==> config.mk <==
export PLATFORM = sky130hd
export DESIGN_NAME = sort_host_ctrl
export DESIGN_NICKNAME = d
export VERILOG_FILES = /design/src/rtl/sort_host_ctrl.sv
export SDC_FILE = /design/constraint.sdc
export NUM_CORES = 1
export LEC_CHECK = 0
export BUFFER_PORTS_ARGS = -buffer_cell sky130_fd_sc_hd__buf_2
export CORE_UTILIZATION = 51
export CTS_CLUSTER_SIZE = 24
export DETAILED_ROUTE_END_ITERATION = 12
export GPL_ROUTABILITY_DRIVEN = 0
export PLACE_DENSITY = 0.78
export SLEW_MARGIN = 25
export SYNTH_ARGS = -nofsm -noshare
export SYNTH_HDL_FRONTEND = slang
export SYNTH_SLANG_ARGS = --single-unit
==> constraint.sdc <==
create_clock -name clk -period 1.7 [get_ports clk]
set_input_delay 0.34 -clock clk [delete_from_list [all_inputs] [get_ports clk]]
set_output_delay 0.34 -clock clk [all_outputs]
set_load 0.02 [all_outputs]
==> src/rtl/sort_host_ctrl.sv <==
// Host-side controller for the sorter core: loads DEPTH words, pulses start, waits for done, streams the sorted RAM out.
// Build option: define SORT_HOST_DESC_EN to read the RAM from DEPTH-1 down to 0 (descending output).
module sort_host_ctrl #(
  parameter int N     = 8,
  parameter int L     = 4,
  parameter int DEPTH = 8
) (
  input  logic         clk,
  input  logic         rst,
  input  logic         in_valid,
  output logic         in_ready,
  input  logic [N-1:0] in_data,
  output logic         out_valid,
  input  logic         out_ready,
  output logic [N-1:0] out_data,
  output logic         out_last,
  output logic         busy,
  output logic         sort_wrinit,
  output logic         sort_rd,
  output logic [L-1:0] sort_raddr,
  output logic [N-1:0] sort_datain,
  output logic         sort_start,
  input  logic [N-1:0] sort_dataout,
  input  logic         sort_done
);

  localparam int IW = L + 1;
  localparam logic [IW-1:0] ONE      = IW'(1);
  localparam logic [IW-1:0] LAST_IDX = IW'(DEPTH - 1);

`ifdef SORT_HOST_DESC_EN
  localparam logic [IW-1:0] RD_FIRST = LAST_IDX;
  localparam logic [IW-1:0] RD_END   = '0;
`else
  localparam logic [IW-1:0] RD_FIRST = '0;
  localparam logic [IW-1:0] RD_END   = LAST_IDX;
`endif

  typedef enum logic [2:0] {
    S_IDLE,
    S_LOAD,
    S_START,
    S_WAIT,
    S_RD_REQ,
    S_RD_WAIT,
    S_OUT
  } state_t;

  state_t          state_q, state_d;
  logic [IW-1:0]   idx_q, idx_d;
  logic [IW-1:0]   idx_next;
  logic            done_prev_q, done_prev_d;
  logic            busy_q, busy_d;
  logic            wrinit_q, wrinit_d;
  logic            rd_q, rd_d;
  logic            start_q, start_d;
  logic [L-1:0]    raddr_q, raddr_d;
  logic [N-1:0]    datain_q, datain_d;
  logic            out_valid_q, out_valid_d;
  logic [N-1:0]    out_data_q, out_data_d;
  logic            out_last_q, out_last_d;
  logic            in_hs;

  assign in_ready = !rst && (state_q == S_IDLE || state_q == S_LOAD);
  assign in_hs    = in_valid && in_ready;

`ifdef SORT_HOST_DESC_EN
  assign idx_next = idx_q - ONE;
`else
  assign idx_next = idx_q + ONE;
`endif

  always_comb begin
    state_d     = state_q;
    idx_d       = idx_q;
    done_prev_d = done_prev_q;
    busy_d      = busy_q;
    wrinit_d    = 1'b0;
    rd_d        = 1'b0;
    start_d     = 1'b0;
    raddr_d     = raddr_q;
    datain_d    = datain_q;
    out_valid_d = out_valid_q;
    out_data_d  = out_data_q;
    out_last_d  = out_last_q;

    case (state_q)
      S_IDLE: begin
        if (in_hs) begin
          wrinit_d = 1'b1;
          raddr_d  = '0;
          datain_d = in_data;
          idx_d    = ONE;
          busy_d   = 1'b1;
          state_d  = S_LOAD;
        end
      end

      S_LOAD: begin
        if (in_hs) begin
          wrinit_d = 1'b1;
          raddr_d  = idx_q[L-1:0];
          datain_d = in_data;
          idx_d    = idx_q + ONE;
          if (idx_q == LAST_IDX) state_d = S_START;
        end
      end

      S_START: begin
        start_d     = 1'b1;
        // Seed with the current level: a done still held high from the previous
        // job must fall and rise again before it counts as completion.
        done_prev_d = sort_done;
        state_d     = S_WAIT;
      end

      S_WAIT: begin
        done_prev_d = sort_done;
        if (sort_done && !done_prev_q) begin
          idx_d   = RD_FIRST;
          rd_d    = 1'b1;
          raddr_d = RD_FIRST[L-1:0];
          state_d = S_RD_REQ;
        end
      end

      // sort_rd is visible during this state; data returns one cycle later.
      S_RD_REQ: begin
        state_d = S_RD_WAIT;
      end

      S_RD_WAIT: begin
        out_data_d  = sort_dataout;
        out_valid_d = 1'b1;
        out_last_d  = (idx_q == RD_END);
        state_d     = S_OUT;
      end

      S_OUT: begin
        if (out_ready) begin
          out_valid_d = 1'b0;
          out_last_d  = 1'b0;
          if (out_last_q) begin
            busy_d  = 1'b0;
            idx_d   = '0;
            state_d = S_IDLE;
          end else begin
            idx_d   = idx_next;
            rd_d    = 1'b1;
            raddr_d = idx_next[L-1:0];
            state_d = S_RD_REQ;
          end
        end
      end

      default: state_d = S_IDLE;
    endcase
  end

  always_ff @(posedge clk) begin
    if (rst) begin
      state_q     <= S_IDLE;
      idx_q       <= '0;
      done_prev_q <= 1'b0;
      busy_q      <= 1'b0;
      wrinit_q    <= 1'b0;
      rd_q        <= 1'b0;
      start_q     <= 1'b0;
      raddr_q     <= '0;
      datain_q    <= '0;
      out_valid_q <= 1'b0;
      out_data_q  <= '0;
      out_last_q  <= 1'b0;
    end else begin
      state_q     <= state_d;
      idx_q       <= idx_d;
      done_prev_q <= done_prev_d;
      busy_q      <= busy_d;
      wrinit_q    <= wrinit_d;
      rd_q        <= rd_d;
      start_q     <= start_d;
      raddr_q     <= raddr_d;
      datain_q    <= datain_d;
      out_valid_q <= out_valid_d;
      out_data_q  <= out_data_d;
      out_last_q  <= out_last_d;
    end
  end

  assign busy        = busy_q;
  assign sort_wrinit = wrinit_q;
  assign sort_rd     = rd_q;
  assign sort_start  = start_q;
  assign sort_raddr  = raddr_q;
  assign sort_datain = datain_q;
  assign out_valid   = out_valid_q;
  assign out_data    = out_data_q;
  assign out_last    = out_last_q;

endmodule
Word-level counts from Yosys, hierarchy flattened --
Cells that the tools add are included.
Storage, ports and cells: bits in registers 35, output and inout bits 27, word-level logic and storage cells 79
Cells by class: bitwise gates (word level) 1, add/subtract/negate cells 1, reductions and logical operators 19, muxes and demuxes 32, eq/ne operators 14
Operators with widths (number):
- $mux 5 | 5
- $pmux 3 s7 | 1
- $mux 4 | 5
- $pmux 5 s4 | 1
- $mux 3 | 6
- $pmux 4 s4 | 1
- $ne 2x2->1 const B | 6
- $reduce_and 5->1 | 2
- $eq 3x3->1 const B | 3
- $mux 1 | 9
- $pmux 1 s2 | 4
- $eq 3x2->1 const B | 2
- $reduce_and 6->1 | 1
- $reduce_or 2->1 | 3
- $add 5x1->5 const B | 1
- $eq 5x3->1 const B | 1
- $reduce_and 2->1 | 2
- $reduce_and 4->1 | 1
- $reduce_bool 2->1 | 2
- $reduce_bool 4->1 | 1
- $eq 3x1->1 const B | 1
- $logic_and 1x1->1 | 3
- $logic_not 3->1 | 1
- $logic_not 1->1 | 2
- 3 further kinds | 3

Depth between registers and ports, before layout --
depth in word-level cells 6, gate-level depth with buffers 6, gate-level depth less buffers 5

Worst setup path before layout --
OpenSTA, ideal clock, no wires.
path kind input-to-output, from input port rst, to output port in_ready, setup slack 0.044 ns, data arrival time 1.316 ns, buffers on the path 3, stages on the path 4, cell sequence buf_2 -> clkbuf_1 -> clkbuf_1 -> nor3_1
On the way: cells in the longest elaborated chain, start to end 2
RTL lines:
- from (decl) | line 9 | input logic rst,
- $logic_not 1->1 | line 64 | assign in_ready = !rst && (state_q == S_IDLE || state_q == S_LOAD);
- $logic_and 1x1->1 | line 64
- to (decl) | line 11 | output logic in_ready,
Every way passes these cells.

Worst setup path after layout --
from register state_q[0], to register raddr_q[1] (netlist: sort_raddr[1])
On the way: cells in the longest elaborated chain, start to end 6, elaborated cells on any way between the ends 15, those cells by class 8 x eq/ne; 1 x mux; 6 x reduce/logical
RTL lines:
- from (decl) | line 49 | state_t state_q, state_d;
- from (signal assigned) | line 175 | state_q <= state_d;
- $eq 3x1->1 or $logic_not 3->1 (tied branches) | line 64, 87
- $logic_or 1x1->1 | line 64
- $logic_and 1x1->1 | line 64
- $logic_and 1x1->1 | line 65 | assign in_hs = in_valid && in_ready;
- $ne 2x2->1 (no source line)
- $reduce_and 6->1 (no source line)
- to (signal assigned) | line 182 | raddr_q <= raddr_d;
- to (decl) | line 57 | logic [L-1:0] raddr_q, raddr_d;
Several ways; a longest one is shown, not always the timed one. A chain may end at the register's enable or synchronous reset.

==> metrics <==
status=complete, no violations; post-route setup TNS=0 ns; Slowest-stage cell, CP=dfxtp_2; DR vias/cell=5.31; top cells by area, synth=dfxtp_1 (40%), a21oi_1 (6.6%), nand2_1 (6.3%); leading register cell type out of synthesis=dfxtp_1; endpoints failing hold=0; Final Slew Violations=0; Antenna Nets Post-Route=0; worst path arrival time=1.87 ns; count leader, synth=dfxtp_1; Post-synth EDFFs=0; Placement Cell Area=2120 µm²; vias in the first global route=1379; Residual DRC=0; CP Class=flop to flop; Ys Warns=0; gr ovfl total=0; FP Rows=20; total iterations of the first detailed-routing run=4; Critical Path Start=state_q[0]$_SDFFE_PP0P_; # Max-Cap Violations=0; I/O Pins=48; clock tree buffer depth=2; antenna violations before repair=0; Starting Density=0.555; final std cells w/o fill=309; Synth top area share=0.404; fmax=614 MHz; First DRT Iteration DRCs=37; DP Wirelength=2.75 mm; area grow syn2layout=26.7%; crit end category=flop; Design Area, Final=2200 µm²; placed cells=301; Lkg Pwr=0.000913 µW; synthesized area=1740 µm²; latest clock arrival within the worst-skew pair=0.36 ns; ant diodes=0; Root Driver=clkbuf_4; final worst-path cycle share=0.957; CTS tree=yes; Worst VDD drop=0.502 mV; TritonCTS buffer count=5; layout cells sized above 1=0.328; power consumption=1500 µW; WL final=3.78 mm; fraction of registers with async set/reset=0; Critical Path Max Stage Delay=0.38 ns; Cells after Synth=204; DR WL/cell=12.2 µm; Worst Path Required=1.94 ns; die area=3640 µm²; Post-synth top cells=dfxtp_1 (35), nand2_1 (29), a21oi_1 (23); die width=60.3 µm; first-pass GRT wire length=5.82 mm; largest net degree at the start of global routing=31; Post-Syn Area per Cell=8.51 µm²; post-synth cell types=43; crit path max fanout=11; min cycle time layout=1.63 ns; Core ar.=3130 µm²; Hold Path Class=input port to flop; Slew @ Worst Pin=0.408 ns; Largest delay share family, worst path=flip-flops; clock sink count=35; vias=1641; Port Buffer Count=47; Buf+Inv Stages, Crit Path=1; Util after Layout=0.703; Synth Net Count=226; min-delay src=in_data[6]; Setup Viol. Count Final=0; Rel. slew slack=0.724; Power Density=682 nW/µm²; # nets final=286; Total GRT Usage=0.219; Worst-path clk slew=0.11 ns; sequential element share of the synthesized area=0.404; reg2reg start=state_q[0]$_SDFFE_PP0P_; Yosys reg bits=35; H-tree depth=2; area leader, netlist=dfxtp_1; Post CTS Setup Buffer Count=0; die span in y=60.3 µm; clock skew=0.0142 ns; CP Cell Sequence=buf_4, or2_2, a21boi_1, o32ai_4, mux2_2; crit start category=flop
layout by cell type, fill, tap and decap left out, types with 2 or more instances in the layout:
master	netlist	routed
a211oi_1	3	3
a21oi_1	23	23
a22oi_1	3	3
and3b_1	4	4
buf_2	2	47
buf_4	2	20
clkbuf_1	10	2
clkbuf_4	0	5
dfxtp_1	35	34
inv_1	5	5
mux2_2	4	4
mux2i_1	2	2
nand2_1	29	29
nand2b_1	14	14
nand3_1	4	4
nand3b_1	6	6
nor2_1	9	9
nor2b_1	7	6
nor3b_1	2	2
o21ai_0	12	12
o32ai_1	3	3
or2_2	2	2
or3_1	2	2
power by group:
part	switching [µW]	total [µW]	leakage, µW	internal [µW]
Sequential	12.2	853	0.000285	840
Clock	276	437	0.0000293	161
Combinational	114	209	0.000599	94.8
Total	402	1500	0.000913	1100
routing by layer:
metal	part of all wire	vias to the layer above	GRT usage
met3	0.057	10	0.0576
met4	0.024	0	0.120
li1	-	839	-
met5	0	-	0
met1	0.47	750	0.267
met2	0.45	42	0.352
area by class of cell:
| cell class | instances | area (µm²) |
|---|---|---|
| multi-input combinational | 149 | 967 |
| clock buffer | 7 | 45.0 |
| inverter | 5 | 18.8 |
| sequential | 35 | 702 |
| tap | 44 | 55.1 |
| timing repair buffer | 68 | 405 |
| fill | 271 | 930 |
| clock inverter | 1 | 5.00 |
cell families (layout without fill, tap and decap cells):
group | count (synthesis) | after routing | synth area share
AOI/OAI and AO/OA | 55 | 55 | 0.212
xor gates and xnor gates | 1 | 1 | 0.00505
adders and majority gates | 1 | 1 | 0.00721
buffers and inverters | 20 | 81 | 0.0534
DFF | 35 | 35 | 0.404
muxes | 6 | 6 | 0.0375
and+or+nand+nor | 86 | 86 | 0.281
metrics by stage:
step	hold slack, ns	setup WS, ns
3_5_place_dp	0.446	0.0851
4_1_cts	0.169	0.0652
2_1_floorplan	0.449	0.0439
5_1_grt	0.180	-0.0164
6_report	0.186	0.0726
3_3_place_gp	0.439	0.111
state kept, by name, summed over array words and instances, names as in the netlist:
signal	cells
out_valid	1
out_last	1
sort_datain	8
sort_rd	1
sort_raddr	4
state_q	3
busy	1
out_data	8
idx_q	5
done_prev_q	1
sort_wrinit	1
sort_start	1
worst reg2reg max path: stages, from the launching register on:
cell and delay (ns):
dfxtp_2 0.38, buf_4 0.18, or2_2 0.29, a21boi_1 0.23
o32ai_4 0.14, mux2_2 0.29
path summary, 6_finish.rpt:
check	to	slack [ns]	depth (start not counted)
min reg2reg	out_data[1]$_SDFFE_PP0P_	0.46	2
max reg2reg	sort_raddr[1]$_SDFFE_PP0P_	0.07	5
max	sort_raddr[1]$_SDFFE_PP0P_	0.07	5
min	sort_datain[6]$_SDFFE_PP0P_	0.19	3
repair_timing:
action,4_1_cts,5_1_grt
gates resized for setup,0,5
hold buffers,0,0
setup endpoints to repair,0,7
Power figures use the tool's default switching activity.
